### src/rtl/ram_burst_ctrl_if.sv
// -----------------------------------------------------------------------------
// ram_burst_ctrl_if
// Bundles every non-clock/reset signal of the burst controller:
//   cmd_*      : burst command (start address, beats-1, direction), valid/ready
//   wd_*       : write-data beat stream, valid/ready
//   rd_*       : read-data beat stream out of the response FIFO, valid/ready
//   ram_*      : single-port RAM port (we/addr/wdata out, rdata in)
//   busy       : controller has outstanding work
// modport slave  : the controller side
// modport master : the environment side (command source, data source/sink, RAM)
// -----------------------------------------------------------------------------
interface ram_burst_ctrl_if #(
    parameter int ADDR_W = 14,
    parameter int DATA_W = 8,
    parameter int LEN_W  = 8
);
    logic              cmd_valid;
    logic              cmd_ready;
    logic              cmd_write;
    logic [ADDR_W-1:0] cmd_addr;
    logic [LEN_W-1:0]  cmd_len;

    logic              wd_valid;
    logic              wd_ready;
    logic [DATA_W-1:0] wd_data;

    logic              rd_valid;
    logic              rd_ready;
    logic [DATA_W-1:0] rd_data;
    logic              rd_last;

    logic              ram_we;
    logic [ADDR_W-1:0] ram_addr;
    logic [DATA_W-1:0] ram_wdata;
    logic [DATA_W-1:0] ram_rdata;

    logic              busy;

    modport slave (
        input  cmd_valid, cmd_write, cmd_addr, cmd_len,
        input  wd_valid, wd_data,
        input  rd_ready,
        input  ram_rdata,
        output cmd_ready, wd_ready,
        output rd_valid, rd_data, rd_last,
        output ram_we, ram_addr, ram_wdata,
        output busy
    );

    modport master (
        output cmd_valid, cmd_write, cmd_addr, cmd_len,
        output wd_valid, wd_data,
        output rd_ready,
        output ram_rdata,
        input  cmd_ready, wd_ready,
        input  rd_valid, rd_data, rd_last,
        input  ram_we, ram_addr, ram_wdata,
        input  busy
    );
endinterface

### src/rtl/ram_burst_ctrl.sv
// -----------------------------------------------------------------------------
// ram_burst_ctrl
// Burst-command front end for a single-port RAM with 1-cycle read latency.
// One command at a time is accepted in IDLE; a write burst moves beats from
// the wd stream straight onto the RAM port, a read burst issues RAM reads and
// returns the data through a small response FIFO on the rd stream.
// Ports:
//   clk  : clock, all state changes on the rising edge
//   rstn : asynchronous active-low reset (aborts any burst, flushes the FIFO)
//   bus  : ram_burst_ctrl_if.slave (command, write/read streams, RAM port, busy)
// -----------------------------------------------------------------------------
module ram_burst_ctrl #(
    parameter int ADDR_W    = 14,
    parameter int DATA_W    = 8,
    parameter int LEN_W     = 8,
    parameter int RSP_DEPTH = 4
) (
    input  logic              clk,
    input  logic              rstn,
    ram_burst_ctrl_if.slave   bus
);

    localparam int PTR_W = $clog2(RSP_DEPTH);
    localparam int CNT_W = PTR_W + 1;
    localparam int OCC_W = CNT_W + 1;

    localparam logic [ADDR_W-1:0] ADDR_ONE = {{(ADDR_W-1){1'b0}}, 1'b1};
    localparam logic [LEN_W-1:0]  LEN_ONE  = {{(LEN_W-1){1'b0}}, 1'b1};
    localparam logic [PTR_W-1:0]  PTR_ONE  = {{(PTR_W-1){1'b0}}, 1'b1};
    localparam logic [CNT_W-1:0]  CNT_ONE  = {{(CNT_W-1){1'b0}}, 1'b1};
    localparam logic [OCC_W-1:0]  OCC_FULL = OCC_W'(RSP_DEPTH);

    typedef enum logic [1:0] {
        ST_IDLE  = 2'd0,
        ST_WRITE = 2'd1,
        ST_READ  = 2'd2
    } state_t;

    state_t            state_q, state_d;
    logic [ADDR_W-1:0] cur_addr_q, cur_addr_d;
    logic [LEN_W-1:0]  remaining_q, remaining_d;
    logic              pending_q, pending_d;
    logic              pending_last_q, pending_last_d;

    logic [DATA_W-1:0] fifo_data_q [RSP_DEPTH];
    logic              fifo_last_q [RSP_DEPTH];
    logic [PTR_W-1:0]  wr_ptr_q, wr_ptr_d;
    logic [PTR_W-1:0]  rd_ptr_q, rd_ptr_d;
    logic [CNT_W-1:0]  fifo_count_q, fifo_count_d;

    logic              cmd_accept_s;
    logic              wr_beat_s;
    logic              issue_s;
    logic              beat_s;
    logic              last_beat_s;
    logic              push_s;
    logic              pop_s;
    logic              fifo_empty_s;
    logic [OCC_W-1:0]  occupancy_s;

    // Handshake and credit decode shared by the next-state and output logic
    always_comb begin
        fifo_empty_s = (fifo_count_q == {CNT_W{1'b0}});
        // Credits count both buffered beats and the read still in the RAM
        // pipe; a pop in the same cycle is deliberately not credited.
        occupancy_s  = {1'b0, fifo_count_q} + {{(OCC_W-1){1'b0}}, pending_q};
        cmd_accept_s = (state_q == ST_IDLE) && bus.cmd_valid;
        wr_beat_s    = (state_q == ST_WRITE) && bus.wd_valid;
        issue_s      = (state_q == ST_READ) && (occupancy_s < OCC_FULL);
        beat_s       = wr_beat_s || issue_s;
        last_beat_s  = (remaining_q == {LEN_W{1'b0}});
        // The RAM returns data one cycle after the issue, whatever the FSM
        // is doing now, so capture is driven purely by pending_q.
        push_s       = pending_q;
        pop_s        = bus.rd_ready && !fifo_empty_s;
    end

    // Next-state logic for the FSM and burst datapath
    always_comb begin
        state_d        = state_q;
        cur_addr_d     = cur_addr_q;
        remaining_d    = remaining_q;
        pending_d      = issue_s;
        pending_last_d = pending_last_q;
        case (state_q)
            ST_IDLE: begin
                if (cmd_accept_s) begin
                    cur_addr_d  = bus.cmd_addr;
                    remaining_d = bus.cmd_len;
                    state_d     = bus.cmd_write ? ST_WRITE : ST_READ;
                end else begin
                    state_d = ST_IDLE;
                end
            end
            ST_WRITE, ST_READ: begin
                if (beat_s) begin
                    // Address wraps naturally at 2**ADDR_W
                    cur_addr_d = cur_addr_q + ADDR_ONE;
                    if (last_beat_s) begin
                        remaining_d = remaining_q;
                        state_d     = ST_IDLE;
                    end else begin
                        remaining_d = remaining_q - LEN_ONE;
                        state_d     = state_q;
                    end
                end else begin
                    state_d = state_q;
                end
            end
            default: begin
                state_d = ST_IDLE;
            end
        endcase
        if (issue_s) begin
            pending_last_d = last_beat_s;
        end else begin
            pending_last_d = pending_last_q;
        end
    end

    // Response FIFO pointer and occupancy next-state
    always_comb begin
        if (push_s) begin
            wr_ptr_d = wr_ptr_q + PTR_ONE;
        end else begin
            wr_ptr_d = wr_ptr_q;
        end
        if (pop_s) begin
            rd_ptr_d = rd_ptr_q + PTR_ONE;
        end else begin
            rd_ptr_d = rd_ptr_q;
        end
        case ({push_s, pop_s})
            2'b10:   fifo_count_d = fifo_count_q + CNT_ONE;
            2'b01:   fifo_count_d = fifo_count_q - CNT_ONE;
            default: fifo_count_d = fifo_count_q;
        endcase
    end

    // State and burst/FIFO control registers
    always_ff @(posedge clk or negedge rstn) begin
        if (!rstn) begin
            state_q        <= ST_IDLE;
            cur_addr_q     <= {ADDR_W{1'b0}};
            remaining_q    <= {LEN_W{1'b0}};
            pending_q      <= 1'b0;
            pending_last_q <= 1'b0;
            wr_ptr_q       <= {PTR_W{1'b0}};
            rd_ptr_q       <= {PTR_W{1'b0}};
            fifo_count_q   <= {CNT_W{1'b0}};
        end else begin
            state_q        <= state_d;
            cur_addr_q     <= cur_addr_d;
            remaining_q    <= remaining_d;
            pending_q      <= pending_d;
            pending_last_q <= pending_last_d;
            wr_ptr_q       <= wr_ptr_d;
            rd_ptr_q       <= rd_ptr_d;
            fifo_count_q   <= fifo_count_d;
        end
    end

    // Response FIFO storage: {ram_rdata, last} captured in issue order
    always_ff @(posedge clk or negedge rstn) begin
        if (!rstn) begin
            for (int i = 0; i < RSP_DEPTH; i++) begin
                fifo_data_q[i] <= {DATA_W{1'b0}};
                fifo_last_q[i] <= 1'b0;
            end
        end else if (push_s) begin
            fifo_data_q[wr_ptr_q] <= bus.ram_rdata;
            fifo_last_q[wr_ptr_q] <= pending_last_q;
        end
    end

    // Output decode: handshakes, RAM port, read stream and busy
    always_comb begin
        bus.cmd_ready = (state_q == ST_IDLE);
        bus.wd_ready  = (state_q == ST_WRITE);
        bus.ram_we    = wr_beat_s;
        bus.ram_addr  = cur_addr_q;
        if (state_q == ST_WRITE) begin
            bus.ram_wdata = bus.wd_data;
        end else begin
            bus.ram_wdata = {DATA_W{1'b0}};
        end
        bus.rd_valid = !fifo_empty_s;
        // Stale entries stay hidden once the FIFO drains
        if (fifo_empty_s) begin
            bus.rd_data = {DATA_W{1'b0}};
            bus.rd_last = 1'b0;
        end else begin
            bus.rd_data = fifo_data_q[rd_ptr_q];
            bus.rd_last = fifo_last_q[rd_ptr_q];
        end
        bus.busy = (state_q != ST_IDLE) || pending_q || !fifo_empty_s;
    end

endmodule

### src/flat_wrapper.sv
// flat-port wrapper written by rule: the top's interface ports become plain ports
module ram_burst_ctrl_flat 
#(
    parameter int ADDR_W    = 14,
    parameter int DATA_W    = 8,
    parameter int LEN_W     = 8,
    parameter int RSP_DEPTH = 4
)
  (clk, rstn, bus_cmd_valid, bus_cmd_write, bus_cmd_addr, bus_cmd_len, bus_wd_valid, bus_wd_data, bus_rd_ready, bus_ram_rdata, bus_cmd_ready, bus_wd_ready, bus_rd_valid, bus_rd_data, bus_rd_last, bus_ram_we, bus_ram_addr, bus_ram_wdata, bus_busy);
  ram_burst_ctrl_if #(.ADDR_W(ADDR_W), .DATA_W(DATA_W), .LEN_W(LEN_W)) bus_i ();
  input  logic clk;
  input  logic rstn;
  input wire logic [$bits(bus_i.cmd_valid)-1:0] bus_cmd_valid;
  input wire logic [$bits(bus_i.cmd_write)-1:0] bus_cmd_write;
  input wire logic [$bits(bus_i.cmd_addr)-1:0] bus_cmd_addr;
  input wire logic [$bits(bus_i.cmd_len)-1:0] bus_cmd_len;
  input wire logic [$bits(bus_i.wd_valid)-1:0] bus_wd_valid;
  input wire logic [$bits(bus_i.wd_data)-1:0] bus_wd_data;
  input wire logic [$bits(bus_i.rd_ready)-1:0] bus_rd_ready;
  input wire logic [$bits(bus_i.ram_rdata)-1:0] bus_ram_rdata;
  output wire logic [$bits(bus_i.cmd_ready)-1:0] bus_cmd_ready;
  output wire logic [$bits(bus_i.wd_ready)-1:0] bus_wd_ready;
  output wire logic [$bits(bus_i.rd_valid)-1:0] bus_rd_valid;
  output wire logic [$bits(bus_i.rd_data)-1:0] bus_rd_data;
  output wire logic [$bits(bus_i.rd_last)-1:0] bus_rd_last;
  output wire logic [$bits(bus_i.ram_we)-1:0] bus_ram_we;
  output wire logic [$bits(bus_i.ram_addr)-1:0] bus_ram_addr;
  output wire logic [$bits(bus_i.ram_wdata)-1:0] bus_ram_wdata;
  output wire logic [$bits(bus_i.busy)-1:0] bus_busy;
  assign bus_i.cmd_valid = bus_cmd_valid;
  assign bus_i.cmd_write = bus_cmd_write;
  assign bus_i.cmd_addr = bus_cmd_addr;
  assign bus_i.cmd_len = bus_cmd_len;
  assign bus_i.wd_valid = bus_wd_valid;
  assign bus_i.wd_data = bus_wd_data;
  assign bus_i.rd_ready = bus_rd_ready;
  assign bus_i.ram_rdata = bus_ram_rdata;
  assign bus_cmd_ready = bus_i.cmd_ready;
  assign bus_wd_ready = bus_i.wd_ready;
  assign bus_rd_valid = bus_i.rd_valid;
  assign bus_rd_data = bus_i.rd_data;
  assign bus_rd_last = bus_i.rd_last;
  assign bus_ram_we = bus_i.ram_we;
  assign bus_ram_addr = bus_i.ram_addr;
  assign bus_ram_wdata = bus_i.ram_wdata;
  assign bus_busy = bus_i.busy;
  ram_burst_ctrl #(.ADDR_W(ADDR_W), .DATA_W(DATA_W), .LEN_W(LEN_W), .RSP_DEPTH(RSP_DEPTH)) u_core (.clk(clk), .rstn(rstn), .bus(bus_i));
endmodule
### config.mk
export PLATFORM = sky130hd
export DESIGN_NAME = ram_burst_ctrl_flat
export DESIGN_NICKNAME = d
export VERILOG_FILES = /design/src/rtl/ram_burst_ctrl_if.sv /design/src/rtl/ram_burst_ctrl.sv /design/src/flat_wrapper.sv
export SDC_FILE = /design/constraint.sdc
export NUM_CORES = 1
export LEC_CHECK = 0
export CORE_MARGIN = 2
export CORE_UTILIZATION = 48
export CTS_CLUSTER_DIAMETER = 200
export CTS_CLUSTER_SIZE = 10
export DETAILED_ROUTE_END_ITERATION = 8
export HOLD_SLACK_MARGIN = 0.06
export PLACE_DENSITY = 0.73
export SETUP_SLACK_MARGIN = 0.02
export SLEW_MARGIN = 20
export SYNTH_ARGS = -nofsm -noshare
export SYNTH_HDL_FRONTEND = slang
export SYNTH_SLANG_ARGS = --single-unit
### constraint.sdc
create_clock -name clk -period 2.4 [get_ports clk]
set_input_delay 0.36 -clock clk [delete_from_list [all_inputs] [get_ports clk]]
set_output_delay 0.36 -clock clk [all_outputs]
set_load 0.005 [all_outputs]
Yosys cells after proc, flatten, opt, wreduce, memory -nomap -nowiden
Index checks and enable logic that the tools add are counted.
- register bits: 69
- input bits: 44
- $add $sub $neg: 7
- $lt $le $gt $ge: 4
- eq/ne operators: 8
- multiplexer cells: 28
- bitwise operators: 2
- reduce and logical (&&, ||, !) cells: 19
- operator list (cell ; number):
    8-bit two-way mux ; 8
    32-bit bitwise mux ; 1
    14-bit two-way mux ; 2
    14-bit one-hot mux with 2 select lines ; 1
    8-bit binary-select mux with 2-bit select ; 1
    8-bit demux with 2-bit select ; 1
    8-bit one-hot mux with 2 select lines ; 1
    14-bit by 1-bit adder with 14-bit output, second input constant ; 1
    8-bit zero test ; 1
    2-bit two-way mux ; 4
    8-bit by 1-bit subtractor with 8-bit output, second input constant ; 1
    3-bit >= comparator, second input constant ; 2
    2-bit by 1-bit inequality test with 1-bit output, second input constant ; 3
    2-bit inverter with 3-bit output ; 2
    3-bit one-hot mux with 2 select lines ; 1
    2-bit nonzero test ; 3
    1-bit logical AND ; 5
    2-bit by 1-bit adder with 2-bit output, second input constant ; 2
    3-bit by 1-bit adder with 4-bit output ; 1
    4-bit bitwise mux ; 1
    2-bit by 1-bit == test with 1-bit output, second input constant ; 2
    2-bit == test, second input constant ; 2
    4-bit by 3-bit < comparator with 1-bit output, second input constant ; 1
    1-bit two-way mux ; 4
    other kinds (15) ; 17

Logic depth before layout (Yosys ltp)
- depth after elaboration: 6
- mapped depth: 8
- gate-level depth less buffers: 8

Least setup slack after synthesis
No wires, ideal clock.
- path kind: reg-to-reg
- start point: register u_core.remaining_q[0]
- end point: register u_core.remaining_q[3]
- library setup time: 0.127 ns
- arrival time: 1.952 ns
- required time: 2.273 ns
- slack: 0.321 ns
- stages on the path, launching flop included: 8
- buffers on the path: 1
- period minus slack after synthesis: 2.079 ns
- path through: dfrtp_1 > inv_1 > ha_1 > or4b_4 > or4_1 > buf_2 > a311oi_1 > nor4_1
- longest elaborated chain between the ends: 4
- RTL lines (what ; RTL line ; text):
    start, declared ; ram_burst_ctrl.sv:41 ; logic [LEN_W-1:0] remaining_q, remaining_d;
    start signal, assigned ; ram_burst_ctrl.sv:145 ; remaining_q <= {LEN_W{1'b0}};
    start signal, assigned ; ram_burst_ctrl.sv:154 ; remaining_q <= remaining_d;
    8-bit by 1-bit subtractor with 8-bit output ; ram_burst_ctrl.sv:103 ; remaining_d = remaining_q - LEN_ONE;
    8-bit two-way mux ; ram_burst_ctrl.sv:99 ; if (last_beat_s) begin
    8-bit two-way mux ; ram_burst_ctrl.sv:96 ; if (beat_s) begin
    8-bit one-hot mux with 2 select lines ; ram_burst_ctrl.sv:85 ; case (state_q)
Several ways; a longest one is shown, not always the timed one. The select of a mux whose other input is x is not followed.
A chain may end at the register's enable or synchronous reset.

Final worst setup path
- start point: register u_core.state_q[1]
- end point: output bus_ram_we
- longest elaborated chain between the ends: 2
- RTL lines (what ; RTL line ; text):
    start, declared ; ram_burst_ctrl.sv:39 ; state_t state_q, state_d;
    start signal, assigned ; ram_burst_ctrl.sv:152 ; state_q <= state_d;
    2-bit by 1-bit == test with 1-bit output ; ram_burst_ctrl.sv:68 ; wr_beat_s = (state_q == ST_WRITE) && bus.wd_valid;
    1-bit logical AND ; ram_burst_ctrl.sv:68 ;
    end, declared ; flat_wrapper.sv:26 ; output wire logic [$bits(bus_i.ram_we)-1:0] bus_ram_we;
No other way between the ends.

==> impl_metrics.json <==
{
  "finClkSkew_ns": 0.01046,
  "grt_util_all_layers": 0.2345,
  "startpoint_type": "flop",
  "leakagePower_nw": 2.170,
  "status": "complete, no violations",
  "final_nets": 504,
  "drt_iter0_drc": 117,
  "cp_max_fo": 10,
  "setup_viol": 0,
  "first_global_vias": 3341,
  "clock_latency_ns": 0.34,
  "layout-drive-gt1-share": 0.2013,
  "htreeDepth": 3,
  "arrival_ns": 1.89,
  "maxSlewViolCount": 0,
  "antenna_found_initial": 0,
  "placed_cells": 536,
  "cp-end-kind": "output pin",
  "setup-tns-final_ns": 0,
  "ys_seq_elements": 69,
  "slew-limit-headroom": 0.6275,
  "core-area_mm2": 0.007807,
  "clock-sinks": 69,
  "via_count": 3225,
  "fin_area_mm2": 0.005102,
  "clock_path_buffers": 2,
  "num_antenna_cells": 0,
  "grt_start_max_net_pins": 70,
  "ios": 80,
  "power_density_mw_per_mm2": 1223,
  "criticalPathCategory": "reg -> out",
  "synth_area_mm2": 0.003902,
  "hp-class": "reg -> reg",
  "fin_crit_ns": 2.254,
  "vias_per_cell": 5.821,
  "synthFlopType": "dfrtp_1",
  "overflow": 0,
  "async_reset_ff_frac": 1.000,
  "dp_hpwl_um": 6731,
  "seq_area_frac_synth": 0.4424,
  "totalWireLength_um": 9658,
  "drc_errors": 0,
  "cts_tree": "done",
  "die_h_um": 94.17,
  "root_buffer": "clkbuf_8",
  "r2r_slack_ns": 0.21,
  "fin_total_pwr_mw": 6.238,
  "ir_drop_v": 0.0005550,
  "syn_area_per_cell_um2": 10.87,
  "dieArea_mm2": 0.008867,
  "postRouteAntennaNets": 0,
  "start_util": 0.4998,
  "placed_area_mm2": 0.004865,
  "cap_violations": 0,
  "finalCritPeriodShare": 0.9393,
  "drtPass1Iterations": 6,
  "grt_first_pass_wirelength_um": 16220,
  "hold_violations": 0,
  "syn2layout_area_growth_pct": 30.75,
  "ys_types": 46,
  "place_congestion": 0.8829,
  "rsz0062_at_grt": "false",
  "numCtsBuffers": 9,
  "die_x_um": 94.17,
  "placementRows": 32,
  "tightest_slew_ns": 0.5576,
  "portBuffers": 79,
  "worstPathRequired_ns": 2.04,
  "synth_cells": 359,
  "fin_cells": 554,
  "wl_per_cell_um": 17.43,
  "synth.net_count": 416,
  "yosysWarnings": 0,
  "path_clk_slew_ns": 0.08,
  "fmax_mhz": 443.6,
  "synth-edff-count": 0,
  "finish.utilization": 0.6535
}
[cells by family (layout without fill, tap and decap cells)]
group | count (synthesis) | after routing | share of synthesized area
multiplexers | 52 | 52 | 0.1747
flip-flops | 69 | 69 | 0.4425
adder cells (fa/ha/maj) | 13 | 13 | 0.04360
AO/OA/AOI/OAI | 47 | 47 | 0.08657
AND/OR/NAND/NOR | 136 | 136 | 0.2033
XOR/XNOR | 6 | 6 | 0.01347
buffers and inverters | 36 | 129 | 0.03591
[sequential cells by signal, summed over array words and instances (netlist names)]
signal,count
u_core.fifo_count_q,3
u_core.fifo_data_q,32
u_core.state_q,2
u_core.pending_last_q,1
u_core.fifo_last_q,4
u_core.remaining_q,8
u_core.wr_ptr_q,2
u_core.rd_ptr_q,2
u_core.pending_q,1
u_core.bus.ram_addr,14
[layer usage]
metal	track usage	routed length (um)
met1	0.2946	4062
met2	0.4006	4873
met3	0.05297	607
met4	0.07609	116
met5	0	0
[what timing repair did]
action / CTS / global route
setup buffers: 0 / 1
setup endpoints to repair: 9 / 12
pin swaps: 0 / 0
hold endpoints to repair: 69 / 0
hold buffers: 1 / 0
gates resized for setup: 2 / 13
[cells in the mapped netlist, drive strengths merged (9+ instances only)]
| cell | count | area, um2 |
|---|---|---|
| a21oi | 12 | 60.06 |
| nor4 | 9 | 56.30 |
| inv | 17 | 63.81 |
| ha | 12 | 150.1 |
| or4 | 9 | 67.56 |
| nand2 | 18 | 67.56 |
| nand4 | 14 | 87.58 |
| dfrtp | 69 | 1727 |
| mux2 | 39 | 439.2 |
| mux4 | 9 | 202.7 |
| nand3 | 19 | 95.09 |
| nor2 | 11 | 41.29 |
| clkbuf | 15 | 56.30 |
| and2 | 19 | 118.9 |
[cells in the final DEF (no fill, tap or decap), drive strengths merged, types with 2 or more instances in the layout]
cell type | netlist | final
clkdlybuf4s50 | 0 | 69
clkinv | 0 | 2
and2 | 19 | 19
mux2 | 39 | 39
a32o | 4 | 4
and4 | 8 | 8
dfrtp | 69 | 69
nand2 | 18 | 18
clkinvlp | 0 | 3
o311ai | 2 | 2
and3 | 5 | 5
or4 | 9 | 9
a21oi | 12 | 12
o21ai | 6 | 6
a31o | 2 | 2
a211oi | 2 | 2
mux4 | 9 | 9
o32ai | 3 | 3
nor4 | 9 | 9
o211ai | 6 | 6
a31oi | 5 | 5
ha | 12 | 12
o32a | 2 | 2
nand3 | 19 | 19
clkbuf | 15 | 9
buf | 4 | 17
or2 | 2 | 2
nor2 | 11 | 11
dlymetal6s2s | 0 | 9
xnor2 | 3 | 3
xor2 | 3 | 3
nand3b | 5 | 5
inv | 17 | 19
nor3 | 8 | 8
nand4 | 14 | 14
mux2i | 4 | 4
nand2b | 4 | 4
[cell type report]
type | count | area [um2]
Fill cell | 645 | 2705
Multi-Input combinational cell | 254 | 2047
Sequential cell | 69 | 1727
Timing Repair Buffer | 96 | 963.4
Tap cell | 102 | 127.6
Clock buffer | 9 | 123.9
Inverter | 17 | 63.81
Clock inverter | 7 | 50.05
[worst paths after layout]
kind,from,end,cells past startpoint
min in group asynchronous,rstn,u_core.fifo_count_q[1]$_DFFE_PN0P_,3
worst max-delay path,u_core.state_q[1]$_DFFE_PN0P_,bus_ram_we,4
worst min register to register,u_core.fifo_data_q[20]$_DFFE_PN0P_,u_core.fifo_data_q[20]$_DFFE_PN0P_,1
worst min-delay path,u_core.fifo_data_q[20]$_DFFE_PN0P_,u_core.fifo_data_q[20]$_DFFE_PN0P_,1
max in group asynchronous,rstn,u_core.fifo_data_q[13]$_DFFE_PN0P_,3
worst max register to register,u_core.remaining_q[0]$_DFFE_PN0P_,u_core.state_q[0]$_DFFE_PN0P_,6
[worst max-delay path, cell delays in order (launching register included)]
cell and delay [ns]:
dfrtp_1 0.41, inv_1 0.11, ha_2 0.28, and2_1 0.22, clkdlybuf4s50_1 0.53
[stage by stage]
step	worst slack, ns	hold WS, ns
5_1_grt	0.03531	0.5146
4_1_cts	0.02304	0.5087
3_5_place_dp	0.1346	0.4186
2_1_floorplan	0.3214	0.06441
6_report	0.1456	0.5069
3_3_place_gp	0.2454	0.4159
[power breakdown]
| part | leakage (nW) | internal, mW | switching [mW] |
|---|---|---|---|
| sequential | 0.827 | 1.71 | 0.534 |
| clock | 0.0820 | 0.378 | 0.474 |
| combinational | 1.26 | 1.78 | 1.36 |
Power figures use the tool's default switching activity.
